<file path="src/rtl/ahb_scratch_slave.sv">
// AHB-Lite scratch RAM slave with wait states, ERROR responses and a doorbell interrupt.
// Optional write-privilege check enabled by defining AHB_SCRATCH_PROT_EN.
module ahb_scratch_slave #(
  parameter int unsigned ADDR_W       = 4,
  parameter int unsigned WAIT_STATES  = 0,
  parameter int unsigned DOORBELL_IDX = (1 << ADDR_W) - 1
) (
  input  logic        hclk,
  input  logic        hrst_b,
  input  logic        hsel,
  input  logic [31:0] haddr,
  input  logic [1:0]  htrans,
  input  logic        hwrite,
  input  logic [2:0]  hsize,
  input  logic [3:0]  hprot,
  input  logic [31:0] hwdata,
  output logic [31:0] hrdata,
  output logic        hready,
  output logic [1:0]  hresp,
  output logic        intr
);

  localparam int unsigned        DEPTH     = 1 << ADDR_W;
  localparam logic [2:0]         WAIT_LOAD = (WAIT_STATES == 0) ? 3'd0 : 3'(WAIT_STATES - 1);
  localparam logic [ADDR_W-1:0]  DB_IDX    = ADDR_W'(DOORBELL_IDX);

  typedef enum logic [2:0] {
    S_IDLE,
    S_WAIT,
    S_DATA,
    S_ERR1,
    S_ERR2
  } state_e;

  state_e            state_q, state_d;
  logic [ADDR_W-1:0] idx_q, idx_d;
  logic [1:0]        lane_q, lane_d;
  logic              wr_q, wr_d;
  logic [2:0]        size_q, size_d;
  logic [2:0]        cnt_q, cnt_d;
  logic              intr_q, intr_d;
  logic [31:0]       mem_q [DEPTH];

  logic              accept;
  logic              bad;
  logic              prot_bad;
  logic [3:0]        be;
  logic              data_ph;
  logic              unused_bits;

  assign unused_bits = ^{haddr[31:ADDR_W+2], htrans[0], hprot};

  assign hready  = (state_q != S_WAIT) && (state_q != S_ERR1);
  assign hresp   = (state_q == S_ERR1 || state_q == S_ERR2) ? 2'b01 : 2'b00;
  assign accept  = hsel & htrans[1] & hready;
  assign data_ph = (state_q == S_DATA);
  assign hrdata  = (data_ph && !wr_q) ? mem_q[idx_q] : '0;
  assign intr    = intr_q;

`ifdef AHB_SCRATCH_PROT_EN
  assign prot_bad = hwrite & ~hprot[1];
`else
  assign prot_bad = 1'b0;
`endif

  always_comb begin
    bad = prot_bad;
    case (hsize)
      3'd0:    bad = prot_bad;
      3'd1:    if (haddr[0]) bad = 1'b1;
      3'd2:    if (haddr[1:0] != 2'b00) bad = 1'b1;
      default: bad = 1'b1;
    endcase
  end

  // Accept is only possible when hready=1 (IDLE/DATA/ERR2), so it takes priority
  // over the per-state advance and gives back-to-back chaining for free.
  always_comb begin
    state_d = state_q;
    idx_d   = idx_q;
    lane_d  = lane_q;
    wr_d    = wr_q;
    size_d  = size_q;
    cnt_d   = cnt_q;
    if (accept) begin
      idx_d  = haddr[ADDR_W+1:2];
      lane_d = haddr[1:0];
      wr_d   = hwrite;
      size_d = hsize;
      cnt_d  = WAIT_LOAD;
      if (bad)                  state_d = S_ERR1;
      else if (WAIT_STATES > 0) state_d = S_WAIT;
      else                      state_d = S_DATA;
    end else begin
      case (state_q)
        S_WAIT: begin
          if (cnt_q == 3'd0) state_d = S_DATA;
          else               cnt_d   = cnt_q - 3'd1;
        end
        S_ERR1:  state_d = S_ERR2;
        default: state_d = S_IDLE;
      endcase
    end
  end

  always_comb begin
    be = 4'b0000;
    case (size_q)
      3'd0:    be[lane_q] = 1'b1;
      3'd1:    be = lane_q[1] ? 4'b1100 : 4'b0011;
      default: be = 4'b1111;
    endcase
  end

  always_comb begin
    intr_d = intr_q;
    if (data_ph && idx_q == DB_IDX) intr_d = wr_q;
  end

  always_ff @(posedge hclk or negedge hrst_b) begin
    if (!hrst_b) begin
      state_q <= S_IDLE;
      idx_q   <= '0;
      lane_q  <= '0;
      wr_q    <= 1'b0;
      size_q  <= '0;
      cnt_q   <= '0;
      intr_q  <= 1'b0;
    end else begin
      state_q <= state_d;
      idx_q   <= idx_d;
      lane_q  <= lane_d;
      wr_q    <= wr_d;
      size_q  <= size_d;
      cnt_q   <= cnt_d;
      intr_q  <= intr_d;
    end
  end

  always_ff @(posedge hclk or negedge hrst_b) begin
    if (!hrst_b) begin
      for (int unsigned i = 0; i < DEPTH; i++) mem_q[i] <= '0;
    end else if (data_ph && wr_q) begin
      for (int unsigned b = 0; b < 4; b++) begin
        if (be[b]) mem_q[idx_q][8*b +: 8] <= hwdata[8*b +: 8];
      end
    end
  end

endmodule

</file>
<file path="config.mk">
export PLATFORM = sky130hd
export DESIGN_NAME = ahb_scratch_slave
export DESIGN_NICKNAME = d
export VERILOG_FILES = /design/src/rtl/ahb_scratch_slave.sv
export SDC_FILE = /design/constraint.sdc
export NUM_CORES = 1
export LEC_CHECK = 0
export CAP_MARGIN = 20
export CELL_PAD_IN_SITES_DETAIL_PLACEMENT = 1
export CELL_PAD_IN_SITES_GLOBAL_PLACEMENT = 2
export CORE_MARGIN = 10
export CORE_UTILIZATION = 49
export DETAILED_ROUTE_END_ITERATION = 16
export PLACE_DENSITY_LB_ADDON = 0.1
export SETUP_SLACK_MARGIN = 0.4
export SLEW_MARGIN = 15
export SYNTH_ARGS = -nofsm -noshare
export SYNTH_HDL_FRONTEND = slang
export SYNTH_SLANG_ARGS = --single-unit
</file>
<file path="constraint.sdc">
create_clock -name hclk -period 6.59 [get_ports hclk]
set_input_delay 1.6475 -clock hclk [delete_from_list [all_inputs] [get_ports hclk]]
set_output_delay 1.6475 -clock hclk [all_outputs]
set_load 0.005 [all_outputs]
</file>
Word-level counts from Yosys, hierarchy flattened
Cells that the tools add are included.

operators by class
  $add $sub $neg = 1
  $lt $le $gt $ge = 4
  equal/unequal tests = 12
  mux-type cells = 38
  bitwise operators = 3
  reduce and logical (&&, ||, !) cells = 14

operators with widths
  cell                  count
  $mux W512             7
  $bwmux W512           4
  $demux W32 S4         4
  $bmux W32 S4          1
  $mux W32              4
  $mux W24              1
  $mux W16              1
  $mux W3               5
  $eq A3 B1 Y1 const B  3
  $eq A3 B2 Y1 const B  3
  $logic_not A3 Y1      3
  $mux W8               1
  $pmux W4 S2           1
  $logic_and A1 B1 Y1   6
  $pmux W3 S2           1
  $ge A5 B5 Y1 const B  1
  $lt A5 B1 Y1 const B  1
  $mux W1               5
  $not A4 Y5            1
  $eq A4 B4 Y1 const B  1
  $mux W4               1
  $reduce_bool A2 Y1    2
  $eq A3 B3 Y1 const B  1
  $lt A2 B3 Y1 const B  1
  12 further kinds      13

word-level totals
  register bits = 529

Depth between registers and ports, before layout
Gate-level depths: netlist of run 1.

  depth in word-level cells = 16
  depth in mapped cells = 7

Worst setup path before layout of run 1
No wires, ideal clock.

  path kind = flip-flop to output port
  from = reg idx_q[1]
  to = out hrdata[14]
  arrival time = 1,863 ps
  path slack = 3,079 ps
  stages on the path, launching flop included = 8
  cell sequence = dfrtp_1 buf_2 buf_2 buf_2 clkbuf_1 mux4_2 a22oi_1 o21ai_0

between the ends
  cells in the longest elaborated chain, start to end = 5

RTL lines
  element                                      RTL line  text
  start: declaration                           36        logic [ADDR_W-1:0] idx_q, idx_d;
  start signal: assignment                     131       idx_q <= idx_d;
  $not A4 Y5 (implied by the code)             57        assign hrdata = (data_ph && !wr_q) ? mem_q[idx_q] : '0;
  $bmux W32 S4                                 57
  $mux W32 (implied by the code) (2 in a row)  57
  $mux W32                                     57
  end: declaration                             17        output logic [31:0] hrdata,

Every way passes these cells. The select of a mux whose other input is x is not followed.

Worst setup path in the final report of run 1
  from = reg idx_q[2]
  to = out hrdata[18]

Same word-level chain as after synthesis.

==> metrics.txt, run 1 <==
global-route wire length before repair 92600 um; Crit. End Element primary output; vias in the first global route 15100; Synth Cell Area between 0.02 and 0.025 mm2; Leak 12.2 nW; share of layout cells above drive strength 1 49.1%; clock sink count 529; ys async rst share 100%; Total Power 8.74 mW; crit path DAT 3830 ps; H-tree Lvls 2; Remaining Overflow, GRT 0; via count roughly 13000; VDD IR-drop max 0.000215 V; CP max FO 44; Cells after Synth about 1500; Critical Path Source Type flop; drt first pass iters 6; status finished clean; Die ar. 0.0590 mm2; via/cell ratio 5.88; Post-synth EDFFs 0; Seq/Total Area, Yosys 54.4%; TNS Setup 0 ps; Relative slew margins a little over a quarter; detailed placer's ending HPWL approximately 36000 um; post-route ant nets 0; Root Driver clkbuf_16; initial antenna violation count 0; GRT Util Overall 20.3%; Setup CP Type reg2out; CTS Hold Buffers Added 0; PD cells 316 mW/mm2; Setup Viol. Count Final 0; Hold Startpoint size_q[1]; input/output buffers 80; Clk pin slew, worst setup/hold paths 60 ps; routability cong. 0.709; DRT iter0 DRCs 636; Avg WL per Cell 25.7 um; crit path launch idx_q[2]; post-synthesis net count 1604; Syn Area/Cell 16.0 um2; Worst R2R Setup Slack between 3000 and 4000 ps; Worst Tran Pin Value 1080 ps; TritonCTS clock tree yes; Cell Area, Placed 0.0258 mm2; fill cell count between 4000 and 5000; drc violations 0; Ys Warns 0; Clock Tree Buf Depth 3; Layout Skew 16.8 ps; ant diodes 0; Place WS 1720 ps; Top Ports roughly 110; Final Net Count 1669; largest net degree at the start of global routing around 170; fin crit share around 83%; Initial Utilization 49.6%; fmax 0.183 GHz; Clock Latency Late Sink 600 ps; die width 243 um; worst reg2reg path startpoint idx_q[0]; row count just over 80; CTS buffer count 57; RSZ-0062 raised after global routing no; #FFs+latches synth 529; Die H around 240 um; PnR worst setup slack 1110 ps; Layout Area Growth over Synthesis 13.7%; drt total wl slightly below 60000 um; Final Critical Period about 5500 ps; Max Cap Viol 0; Hold Crit Class reg2reg; Core Area 0.0491 mm2; Resized Gates After CTS 0; final hold violation count 0; Most used DFF post-synth dfrtp_1; max-slew violations 0; Setup Buffers After CTS 0; post-route core utilization 56.4%; Distinct cells, synth 40; Finished Cell Area approximately 0.028 mm2; Worst Path Required 4940 ps
critical path, cell delays in order, from the launching register on:
cell and delay, ps:
dfrtp_4 910, nand2_1 280, nor2_4 840, buf_4 300
a22oi_1 100, o21ai_0 180, clkdlybuf4s50_1 580
cells in the mapped netlist, types with 4 or more instances:
master    count  area, um2
buf_4         8       60.1
mux2_4       11        165
or3_1         7       43.8
mux2i_1      32        320
nor2b_1       4       25.0
buf_2        34        170
nor3_2       11        110
buf_1         7       26.3
inv_1         5       18.8
mux2_1        6       67.6
o21ai_1       4       20.0
clkbuf_1     55        206
o21a_1        4       30.0
o21ai_0      34        170
dfrtp_1     529      13200
a22oi_1      32        240
mux2_2      496       5590
mux4_2      128       2880
nand2_1      33        124
nand3_1      21        105
nor3_4       30        488
nor2_1       10       37.5
placed cells by master, fill, tap and decap left out, types with 3 or more instances in the layout:
| cell | n |
|---|---|
| mux2i_1 | 32 |
| nor3_2 | 11 |
| clkbuf_16 | 57 |
| dfrtp_1 | 526 |
| mux4_2 | 128 |
| clkdlybuf4s50_1 | 79 |
| nand2b_1 | 3 |
| clkbuf_1 | 15 |
| clkinv_2 | 13 |
| o21ai_0 | 34 |
| o21a_1 | 4 |
| nand2_1 | 33 |
| o21ai_1 | 4 |
| nand3_1 | 21 |
| a22oi_1 | 32 |
| dfrtp_4 | 3 |
| mux2_4 | 11 |
| clkbuf_8 | 12 |
| nor3_4 | 30 |
| mux2_2 | 496 |
| inv_1 | 5 |
| mux2_1 | 6 |
| bufinv_16 | 3 |
| buf_4 | 21 |
| buf_12 | 6 |
| nor2b_1 | 4 |
| buf_8 | 4 |
| nor2_1 | 9 |
| or3_1 | 7 |
final timing paths:
| kind | endpoint | cells past startpoint |
|---|---|---|
| max in group asynchronous | mem_q[427] | 2 |
| hold / removal | size_q[1] | 2 |
| hold reg to reg | size_q[1] | 2 |
| min in group asynchronous | mem_q[499] | 1 |
| setup / recovery | hrdata[18] | 6 |
| setup reg to reg | mem_q[139] | 4 |
layout make-up:
| type | count | area [um2] | share of cell area (%) |
|---|---|---|---|
| sequential | 529 | 13200 | 47.9 |
| multi-input combinational | 886 | 10600 | 38.4 |
| clock buffer | 84 | 1650 | 5.96 |
| timing repair buffer | 111 | 1140 | 4.12 |
| tap | 664 | 831 | 3.00 |
| clock inverter | 17 | 163 | 0.588 |
| inverter | 5 | 18.8 | 0.0678 |
cell families after synthesis:
| family | share of synthesized area [%] |
|---|---|
| other cells | 0.0154 |
| simple gates | 4.39 |
| flops | 54.4 |
| compound gates | 1.99 |
| fa+ha+maj | 0.103 |
| buf+inv | 2.03 |
| mux | 37.1 |
layer usage:
layer / vias up / global-route usage [%] / part of all wire, %
met3: 74 / 2.98 / 3.4
li1: 5864 / - / -
met1: 7382 / 27.7 / 46
met5: - / 0 / 0
met4: 0 / 6.23 / 2.5
met2: 178 / 33.0 / 48
sequential cells by signal, summed over array words and instances (netlist names):
| signal | cells |
|---|---|
| mem_q | 512 |
| wr_q | 1 |
| size_q | 3 |
| intr | 1 |
| idx_q | 4 |
| cnt_q | 3 |
| state_q | 3 |
| lane_q | 2 |
power breakdown:
part,internal [mW],switching [mW]
combinational,0.904,0.606
sequential,3.78,0.319
clock,1.83,1.29
through the flow:
stage | cells | hold WS [ps]
2_1_floorplan | 1525 | 446
3_3_place_gp | 2190 | 465
3_5_place_dp | 2192 | 479
4_1_cts | 2293 | 493
5_1_grt | 2296 | 511
6_report | 2296 | 490
(Power assumes the default switching activity.)
==> run 2: changes to the inputs <==
CORE_UTILIZATION = 41   (was 49)
clock period = 4.4 ns   (was 6.59 ns; I/O delays follow)
==> run 2 against run 1 <==
Worst hold slack gained 1.2 ps; clock power increased by 53%; register-to-register slack got worse by 1800 ps; global-route usage is 2.0 points lower; routed wire length increased by 7.2%; sequential share of layout area is 1.5 points lower; design area grew 3.3%; via count up 1.9%; first-iteration DRC count is 16% higher; clock-buffer cell count increased by 6; combinational power increased by 66%; non-clock buffer count rose by 62; highest routed layer unchanged.
==> metrics.txt, run 2 (synthesis results as in run 1) <==
status finished clean; Setup Viol. Count Final 0; Initial Utilization 41.3%; RSZ-0062 raised after global routing yes; fin crit share between 90 and 100%; H-tree Lvls 2; Layout Area Growth over Synthesis 17.4%; post-route ant nets 0; Largest register FFs 512; detailed placer's ending HPWL ~39000 um; Biggest register mem_q; CP max FO 14; via count 13800; clock sink count 529; Setup CP Type reg2out; Die H approximately 260 um; via/cell ratio between 5 and 6; die width 264 um; global-route wire length before repair 97500 um; crit path DAT 2910 ps; Buffers & Inverters on Critical Path 3; Top Ports roughly 110; Worst R2R Setup Slack 1300 ps; cell internal pwr a little under 10 mW; routability cong. approximately 0.73; input/output buffers 80; Final Net Count 1733; fmax roughly 0.25 GHz; PD cells 468 mW/mm2; most common cell after layout, fill and taps aside dfrtp_1; initial antenna violation count 1; CTS Hold Buffers Added 0; Total Power between 10 and 15 mW; row count 89; Max Cap Viol 0; Leak 12.9 nW; Worst path slowest cell or4b_4; Final Hold Slack 492 ps; Worst Tran Pin Value 1060 ps; fill cell count 5584; share of layout cells above drive strength 1 roughly half; Die ar. 0.0695 mm2; max incr delay on CP 550 ps; CP delay by family, top buffers and inverters; DRT iter0 DRCs 735; TritonCTS clock tree yes; Core Area between 0.05 and 0.06 mm2; Clock Latency Late Sink 610 ps; largest net degree at the start of global routing 100; sequential share of power 45.4%; drt first pass iters 4; final hold violation count 0; vias in the first global route 15200; Root Driver clkbuf_16; CP Cell Sequence or4b_4 > nor3b_4 > buf_4 > buf_12 > a22oi_1 > o21ai_1 > clkdlybuf4s50_1; sw power 3.42 mW; drt total wl 63200 um; drc violations 0; TNS Setup 0 ps; Hold Crit Class reg2reg; Avg WL per Cell between 20 and 30 um; Final Critical Period 4010 ps; VDD IR-drop max 0.000294 V; GRT Util Overall 18.3%; Worst Path Required ~3300 ps; Critical Path Source Type flop; clock power share 35.9%; Crit. End Element primary output; max-slew violations 0; Remaining Overflow, GRT 0; Clock Tree Buf Depth 3; most frequent cells in the layout 526 x dfrtp_1, 496 x mux2_2, 128 x mux4_2; Relative slew margins between 20% and 30%; Sw Ratio 25.6%; Clk pin slew, worst setup/hold paths around 60 ps; CTS buffer count 59; Layout Skew 11.5 ps; Comb power frac roughly a fifth; largest registers mem_q: 512 flops, idx_q: 4 flops
-- run 2: cell types whose count changed in the layout (fill, tap and decap cells not counted), moves of 8 or more --
cell,previous run,this run
dlymetal6s2s_1,0,12
o21ai_0,34,26
o21ai_1,4,12
clkdlybuf4s50_1,79,48
buf_12,6,15
dlygate4sd2_1,0,19
buf_4,21,68
-- run 2: power by group through the flow --
stage	combinational (mW)	sequential (mW)	clock, mW
floorplan	1.82	5.99	0
global placement	2.34	6.14	0
detailed placement	2.41	6.19	0
CTS	2.54	6.07	4.96
global route	2.72	6.17	5.17
finish	2.50	6.07	4.80
-- run 2: worst paths after layout --
path,startpoint,endpoint,cells after the start
hold / removal,size_q[1],size_q[1],2
min in group asynchronous,hrst_b,mem_q[403],1
setup / recovery,wr_q,hrdata[3],7
max in group asynchronous,hrst_b,mem_q[353],2
setup reg to reg,idx_q[1],mem_q[138],5
hold reg to reg,size_q[1],size_q[1],2
-- run 2: per-layer routing --
metal / GRT usage [%] / vias up / wire length (um)
li1: - / 6008 / -
met1: 24.7 / 7460 / 28500
met2: 29.9 / 200 / 30700
met3: 3.18 / 83 / 2600
met4: 4.77 / 0 / 1470
met5: 0 / - / 0
-- run 2: through the flow --
stage | instances | instance area (um2) | setup WS (ps) | utilization, %
after global placement | 2340 | 26300 | 547 | 44.6
after global routing | 2474 | 28600 | 273 | 48.5
after CTS | 2473 | 28500 | 263 | 48.4
after detailed placement | 2340 | 26300 | 530 | 44.6
after floorplan | 1525 | 24300 | 1440 | -
final | 2475 | 28600 | 394 | 48.5
-- run 2: timing repair --
item	in CTS	in global routing
setup buffers	22	0
hold endpoints to repair	0	0
pin swaps	0	0
gates resized for setup	42	12
endpoints found under the setup margin	32	13
gates cloned	3	0
-- run 2: area by class of cell --
cell class / count / area (um2) / area share [%]
diodes: 1 / 2.50 / 0.00876
clock buffers: 90 / 1740 / 6.07
clock inverters: 18 / 150 / 0.526
inverters: 5 / 18.8 / 0.0657
multi-input cells: 886 / 10600 / 37.2
flip-flops and latches: 529 / 13200 / 46.4
well taps: 773 / 967 / 3.39
repair buffers: 173 / 1820 / 6.37
-- run 2: worst register-to-register path, stage by stage (launching register included) --
cell and delay, ps:
dfrtp_4 560, buf_12 230, buf_4 210, nand2_1 560
nor3_2 1000, mux2_2 420
==> run 3: changes to the inputs <==
SLEW_MARGIN = unset   (was 15)
==> run 3 against run 2 <==
Clock-buffer cell count did not move; worst hold slack got worse by 0.84 ps; critical path type unchanged; flip-flop and latch count unchanged; fmax about the same; clock power barely moved; die area unchanged; routed wire length about the same; register-to-register slack better by 40 ps; sequential share of layout area is essentially flat; power rose by 0.11%.
==> metrics.txt, run 3 (synthesis results as in run 1) <==
Worst Path Required 3300 ps; R2R depth 5; hold endpoint size_q[1]; Avg WL per Cell approximately 26 um; Final Critical Period 4010 ps; GRT Util Overall 18.3%; Clk pin slew, worst setup/hold paths 60 ps; drc violations 0; Relative slew margins between 20% and 30%; TNS Setup 0 ps; Final Net Count between 1500 and 2000; PD cells 468 mW/mm2; Clock Latency Late Sink between 600 and 700 ps; RR Endpoint mem_q[138]; Worst R2R Setup Slack between 1000 and 1500 ps; Biggest register mem_q; Crit. End Element primary output; CTS buffer count 59; fmax 0.249 GHz; via/cell ratio 5.56; most frequent cells in the layout 526 x dfrtp_1, 496 x mux2_2, 128 x mux4_2; via count 13800; register area about 0.013 mm2; fin crit share 91.1%; clock sink count 529; die width approximately 260 um; Root Driver clkbuf_16; most common cell after layout, fill and taps aside dfrtp_1; Core Area between 0.05 and 0.06 mm2; fill cell count 5586; drt total wl 63200 um; DRT iter0 DRCs 677; Worst Tran Pin Value about 1100 ps; row count 89; Largest register FFs 512; Layout Area Growth over Synthesis 17.5%; Hold Startpoint size_q[1]; post-route ant nets 0; VDD IR-drop max 0.000294 V; Die ar. 0.0695 mm2; Finished Cell Area 0.0286 mm2; final hold violation count 0; post-route core utilization about 50%; Cell Area, Placed 0.0263 mm2; Initial Utilization 41.3%; Hold Crit Class reg2reg; RSZ-0062 raised after global routing yes; worst hold path stage count 2; max-slew violations 0; Critical Path Source Type flop; input/output buffers 80; Max Cap Viol 0; Setup CP Type reg2out; Setup Viol. Count Final 0; Leak 12.9 nW; crit path DAT roughly 2900 ps; Clock Tree Buf Depth 3; vias in the first global route 15200; drt first pass iters 4; multi-input logic area 0.0106 mm2; routability cong. just over 0.7; largest net degree at the start of global routing 100; H-tree Lvls 2; initial antenna violation count 1; CTS Hold Buffers Added 0; Top Ports 113; Layout Skew 12.0 ps; Final Hold Slack 491 ps; global-route wire length before repair 97500 um; Die H 264 um; share of layout cells above drive strength 1 a little over 50%; Remaining Overflow, GRT 0; detailed placer's ending HPWL about 39000 um; CP max FO 14; status finished clean; worst reg2reg path startpoint idx_q[1]; Total Power around 13 mW; TritonCTS clock tree yes; largest registers mem_q: 512 flops, idx_q: 4 flops
-- run 3: cell types whose count changed in the layout (fill, tap and decap cells not counted) --
cell / previous run / this run
o21a_2: 1 / 0
o21a_1: 3 / 4
buf_16: 3 / 4
-- run 3: final cells by class --
type	instances	share of cell area [%]
diodes	1	0.00875
clock buffers	90	6.07
clock inverters	18	0.525
inverters	5	0.0656
multi-input cells	886	37.2
flip-flops and latches	529	46.3
well taps	773	3.38
repair buffers	174	6.46
-- run 3: critical path, cell delays in order, from the launching register on --
cell and delay (ps):
dfrtp_1 420, or4b_4 550, nor3b_4 220, buf_4 170, buf_12 160, a22oi_1 110, o21ai_1 130, clkdlybuf4s50_1 530
-- run 3: routing by layer --
layer	track usage, %	routed length [um]	up-vias
met5	0	0	-
met4	4.77	1480	0
met3	3.18	2680	83
met2	29.9	30700	205
met1	24.7	28300	7454
li1	-	-	6013
-- run 3: worst max path at each step --
stage	from	to	slack (ps)
after detailed placement	state_q[0]	hrdata[29]	530
final	wr_q	hrdata[3]	390
after CTS	wr_q	hrdata[1]	260
after global routing	wr_q	hrdata[3]	270
after floorplan	idx_q[1]	hrdata[14]	1440
after global placement	state_q[0]	hrdata[29]	550
-- run 3: per-stage QoR --
| stage | std cells | setup slack (ps) |
|---|---|---|
| final | 2476 | 390 |
| after global routing | 2475 | 273 |
| after global placement | 2340 | 547 |
| after floorplan | 1525 | 1440 |
| after CTS | 2473 | 263 |
| after detailed placement | 2340 | 530 |
-- run 3: power breakdown --
part	leakage [nW]	switching, mW	internal, mW
logic	5.09	1.04	1.47
registers	6.87	0.403	5.67
clock network	0.934	1.98	2.82
-- run 3: timing repair --
action | 4_1_cts | 5_1_grt
setup buffers | 22 | 0
gates cloned | 3 | 0
setup endpoints to repair | 32 | 13
resized for setup | 42 | 12
==> RTL change 1: new RTL, flow settings as in run 3 <==
Make the reset (`hrst_b`) synchronous in 2 clocked blocks.
--- a/src/rtl/ahb_scratch_slave.sv
+++ b/src/rtl/ahb_scratch_slave.sv
@@ -118,5 +118,5 @@
   end
 
-  always_ff @(posedge hclk or negedge hrst_b) begin
+  always_ff @(posedge hclk) begin
     if (!hrst_b) begin
       state_q <= S_IDLE;
@@ -138,5 +138,5 @@
   end
 
-  always_ff @(posedge hclk or negedge hrst_b) begin
+  always_ff @(posedge hclk) begin
     if (!hrst_b) begin
       for (int unsigned i = 0; i < DEPTH; i++) mem_q[i] <= '0;
Check against the original RTL: not settled (the Yosys comparison gave no result); the edit may change what the design does.
==> RTL change 1 against run 3 <==
Sequential cell count is 4 higher; via count grew 14%; routed wire length is 22% higher; synthesized area increased by 5.3%; maximum frequency is 1.0% higher; design area up 4.9%; worst setup slack better by 0.040 ns; non-clock buffer count grew 71; core utilization about the same; clock skew grew 0.0021 ns.
Power is not compared: it rests on default switching activity, and its combinational part moved more than twofold at a synthesized area within 25%.
==> RTL change 1: results (changes against run 3) <==
- Most frequent cells after synthesis: edfxtp_1 (512), nor3b_1 (374), mux4_2 (128) (was dfrtp_1 (529), mux2_2 (496), mux4_2 (128))
- Synth area leaders: edfxtp_1 (60%), mux4_2 (11%), nor3b_1 (11%) (was dfrtp_1 (54%), mux2_2 (23%), mux4_2 (12%))
- Cell taking the most area after synthesis: edfxtp_1 (was dfrtp_1)
- CP max-delay cell: mux4_2 (was or4b_4)
- # port buffers: 80 (unchanged)
- Slew headroom: 0.2916 (was 0.2880)
- Largest net degree at the start of global routing: 80 (was 100)
- Cell variety after synth: 53 (was 40)
- Footprint of the multi-input gates: 8778 um2 (was 10630 um2)
- Skew-Pair Late Insertion Delay: 0.62 ns
- Synthesized Nets: 1772 (was 1604)
- Ys async rst share: 0 (was 1.000)
- Flop2flop setup slack: 1.35 ns
- Final Skew: 0.01407 ns (was 0.01199 ns)
- VDD IR max: 0.0003135 V
- Drt first pass iters: 5 (was 4)
- ANT cells: 0 (was 1)
- Dpl cell area: 27640 um2 (was 26280 um2)
- Outcome: complete, no violations (unchanged)
- Vias in the first global route: 17050 (was 15200)
- Synth warnings: 0 (unchanged)
- Max stage delay on crit path: 0.53 ns (was 0.55 ns)
- All-Layer GR Usage: 0.2095 (was 0.1827)
- Sequential cell area fraction in the yosys report: 0.6166 (was 0.5440)
- CP max FO: 10 (was 14)
- EDFF count, synth: 512 (was 0)
- Worst path arrival time: 2.87 ns (was 2.91 ns)
- DPL Wire Length: 48.77 mm (was 38.93 mm)
- # fillers: 5970 (was 5586)
- Final Routed Wirelength: 76.82 mm (was 63.18 mm)
- Vias per inst: 5.877 (was 5.555)
- Layout cells sized above 1: 0.2420 (was 0.5112)
- Hold WS: 0.4930 ns (was 0.4908 ns)
- DRT iter0 DRCs: 1160 (was 677)
- GP Congestion: 0.7665 (was 0.7278)
- First-pass GRT wire length: 115.0 mm (was 97.52 mm)
- Number of antenna violations at the first check in global routing: 1 (unchanged)
- Final net count: 1874 (was 1734)
## RTL change 1: cell types whose count changed after synthesis, moves of 25 or more
| cell | delta |
|---|---|
| o21ai_0 | +37 |
| o221ai_1 | +32 |
| nand2_1 | -31 |
| nor3b_1 | +373 |
| clkbuf_1 | +42 |
| nor3_4 | -30 |
| inv_1 | +41 |
| nor3_1 | +117 |
| edfxtp_1 | +512 |
| dfrtp_1 | -529 |
| a22oi_1 | -32 |
| mux2_2 | -496 |
| buf_2 | +31 |
| buf_6 | +25 |
## RTL change 1: stage by stage
step | total power, mW | setup WS (ns) | instances
2_1_floorplan | 6.424 | 1.503 | 1693
3_3_place_gp | 6.832 | 0.6230 | 2546
3_5_place_dp | 6.854 | 0.5862 | 2546
4_1_cts | 11.66 | 0.3042 | 2673
5_1_grt | 11.94 | 0.3569 | 2676
6_report | 11.55 | 0.4305 | 2676
## RTL change 1: power breakdown
part           internal (mW)  total (mW)  leakage [nW]  switching, mW
clock network           2.74        4.75         0.885           2.01
registers               5.71        5.76          5.47         0.0582
logic                  0.402        1.03          3.21          0.628
total                   8.85        11.5          9.57           2.70
## RTL change 1: repair_timing
item / 4_1_cts / 5_1_grt
setup buffers: 19 / 2
gates cloned: 3 / 1
endpoints found under the setup margin: 32 / 15
hold buffers: 0 / 0
pin swaps: 1 / 1
resized for setup: 57 / 16
## RTL change 1: layer usage
layer	track usage	wire, um	part of all wire	vias to the layer above
met1	0.2777	33340	0.43	8360
met4	0.06342	2007	0.026	2
met2	0.3507	37870	0.49	370
li1	-	-	-	6889
met5	0	10	0.00013	-
met3	0.03151	3595	0.047	105
## RTL change 1: final cells by class
| class | instances | area share |
|---|---|---|
| Inverter | 46 | 0.005758 |
| Multi-Input combinational cell | 910 | 0.2927 |
| Sequential cell | 533 | 0.5271 |
| Timing Repair Buffer | 245 | 0.07923 |
| Clock inverter | 27 | 0.007260 |
| Tap cell | 837 | 0.03492 |
| Clock buffer | 78 | 0.05303 |
## RTL change 1: cells by family (layout without fill, tap and decap cells)
family | after synthesis | count (layout) | synth area share
fa+ha+maj | 2 | 2 | 0.0009767
simple gates | 608 | 609 | 0.1710
compound gates | 137 | 137 | 0.03727
xor+xnor | 1 | 1 | 0.0003420
mux | 160 | 160 | 0.1250
buf+inv | 251 | 396 | 0.04865
other cells | 1 | 1 | 0.0001464
flops | 533 | 533 | 0.6166
## RTL change 1: final timing paths
check,cells past startpoint,from,end
worst max-delay path,7,register,hrdata[1]
worst min-delay path,2,size_q[2],size_q[2]
worst max register to register,5,state_q[2],mem_q[10][19]
worst min register to register,2,size_q[2],size_q[2]
==> RTL change 2: new RTL, flow settings as in run 3 <==
Made on the original files. `ADDR_W`: 4 -> 3.
--- a/src/rtl/ahb_scratch_slave.sv
+++ b/src/rtl/ahb_scratch_slave.sv
@@ -2,5 +2,5 @@
 // Optional write-privilege check enabled by defining AHB_SCRATCH_PROT_EN.
 module ahb_scratch_slave #(
-  parameter int unsigned ADDR_W       = 4,
+  parameter int unsigned ADDR_W       = 3,
   parameter int unsigned WAIT_STATES  = 0,
   parameter int unsigned DOORBELL_IDX = (1 << ADDR_W) - 1
Function: not settled (the Yosys comparison gave no result); the edit may change what the design does.
==> RTL change 2 against run 3 <==
Routed wire length down 45%; die area down 45%; sequential cell count down 257; clock power down 46%; cell count down 43%; synthesized area down 48%; design area down 47%; critical path depth unchanged; worst setup slack better by 0.077 ns; clock skew up 0.0025 ns; total power down 41%; critical path type unchanged; largest power group unchanged; highest routed layer unchanged.
==> RTL change 2: results (changes against run 3) <==
- DPL Wire Length: 22.41 mm (was 38.93 mm)
- Cells after DPL: 1327 (was 2340)
- Hold Path Class: register to register (unchanged)
- Clock root cell: clkbuf_16 (unchanged)
- Synth Flop Type: dfrtp_1 (unchanged)
- First-pass GRT wire length: 54.37 mm (was 97.52 mm)
- Vias per inst: 5.578 (was 5.555)
- Mean area per synthesized cell: 14.33 um2 (was 15.96 um2)
- All-Layer GR Usage: 0.1799 (was 0.1827)
- # port buffers: 79 (was 80)
- Layout cells sized above 1: 0.4347 (was 0.5112)
- Largest Register: mem_q (unchanged)
- Longest Clk Path Bufs: 3 (unchanged)
- CTS H-tree depth: 1 (was 2)
- Ys async rst share: 1.000 (unchanged)
- Final Skew: 0.01447 ns (was 0.01199 ns)
- Outcome: complete, no violations (unchanged)
- Vias in the first global route: 9219 (was 15200)
- ANT cells: 0 (was 1)
- Skew-Pair Late Insertion Delay: 0.56 ns (was 0.61 ns)
- CP max FO: 16 (was 14)
- DRT iter0 DRCs: 346 (was 677)
- Synthesized Nets: 957 (was 1604)
- Worst path arrival time: 2.83 ns (was 2.91 ns)
- Synth warnings: 0 (unchanged)
- Number of antenna violations at the first check in global routing: 0 (was 1)
- Most frequent cells after synthesis: dfrtp_1 (272), mux2_2 (265), nand2_1 (39) (was dfrtp_1 (529), mux2_2 (496), mux4_2 (128))
- Synth area leaders: dfrtp_1 (54%), mux2_2 (24%), mux4_2 (6.6%) (was dfrtp_1 (54%), mux2_2 (23%), mux4_2 (12%))
- Drt drc: 0 (unchanged)
- LEAKAGE: 6.605 nW (was 12.89 nW)
- Cell variety after synth: 54 (was 40)
- Drt first pass iters: 4 (unchanged)
- Max reg flops: 256 (was 512)
- Via Count: 7804 (was 13760)
- CTS clk-pin slew, worst paths: 0.06 ns (about the same)
- Final net count: 1058 (was 1734)
- Sequential cell area fraction in the yosys report: 0.5409 (was 0.5440)
- Flop2flop setup slack: 1.88 ns (was 1.34 ns)
- GP Congestion: 0.7341 (was 0.7278)
- Final Routed Wirelength: 34.80 mm (was 63.18 mm)
- VDD IR max: 0.0003026 V (was 0.0002935 V)
- Largest net degree at the start of global routing: 98 (was 100)
- CTS buffer count: 31 (was 59)
- Slew headroom: 0.4938 (was 0.2880)
-- RTL change 2: cell types whose count changed in the layout (fill, tap and decap cells not counted), sizes merged, moves of 12 or more --
cell           before  now
dfrtp             529  272
mux2              513  266
mux4              128   37
buf                93   35
nor2               10   53
clkbuf             90   49
nor3               42    1
clkdlybuf4s50      48   78
o21ai              38    8
a22oi              32   12
dlygate4sd2        19    0
a21oi               0   15
dlymetal6s2s       12    0
-- RTL change 2: final timing paths --
| kind | start | to | cells after the start |
|---|---|---|---|
| max | idx_q[1] | hrdata[26] | 7 |
| min | size_q[2] | size_q[2] | 2 |
| max reg2reg | state_q[2] | mem_q[79] | 4 |
| min reg2reg | size_q[2] | size_q[2] | 2 |
| max in group asynchronous | hrst_b | mem_q[38] | 2 |
| min in group asynchronous | hrst_b | mem_q[150] | 1 |
-- RTL change 2: kinds of logic (layout without fill, tap and decap cells) --
kind of cell               count (synthesis)  in the layout  synth area share
other                                      1              1         0.0002980
and+or+nand+nor                          139            139           0.06184
muxes                                    330            330            0.3257
DFF                                      272            272            0.5409
buffers and inverters                     51            176           0.02257
AOI/OAI and AO/OA                         83             83           0.04673
adders and majority gates                  2              2          0.001988
-- RTL change 2: per-stage QoR --
stage	utilization	instance area [um2]	worst slack, ns	hold slack [ns]	power [mW]
after global placement	0.4540	13820	0.7250	0.4682	5.089
after floorplan	-	12580	1.785	0.4464	4.650
final	0.4947	15050	0.4673	0.4894	7.854
after CTS	0.4919	14970	0.3532	0.4912	7.922
after detailed placement	0.4540	13820	0.7031	0.4793	5.271
after global routing	0.4947	15050	0.3366	0.5190	8.281
-- RTL change 2: layout make-up --
type / count / area, um2
fill: 3000 / 15380
sequential: 272 / 6818
multi-input combinational: 555 / 5537
timing repair buffer: 113 / 1154
clock buffer: 49 / 933.4
tap: 396 / 495.5
clock inverter: 8 / 93.84
inverter: 6 / 22.52
-- RTL change 2: worst max-delay path, stage by stage, from the launching register on --
cell	delay [ns]
dfrtp_4	0.55
buf_4	0.26
nor2b_2	0.19
buf_4	0.19
a22oi_1	0.09
a21o_1	0.18
a31oi_1	0.24
clkdlybuf4s50_1	0.57
-- RTL change 2: timing repair --
action                                  4_1_cts  5_1_grt
gates resized for setup                       8       12
endpoints found under the setup margin       32       19
setup buffers                                10        5
-- RTL change 2: metal layers --
metal,global-route usage,part of all wire,wire (um)
met3,0.02655,0.035,1226
met2,0.3203,0.52,18020
met5,0,0,0
met4,0.04299,0.020,696
met1,0.2241,0.43,14860
-- RTL change 2: report_power, final --
part | internal [mW] | leakage, nW | total [mW] | switching, mW
logic | 1.02 | 2.56 | 1.77 | 0.748
registers | 3.15 | 3.54 | 3.51 | 0.359
clock network | 1.56 | 0.510 | 2.57 | 1.01
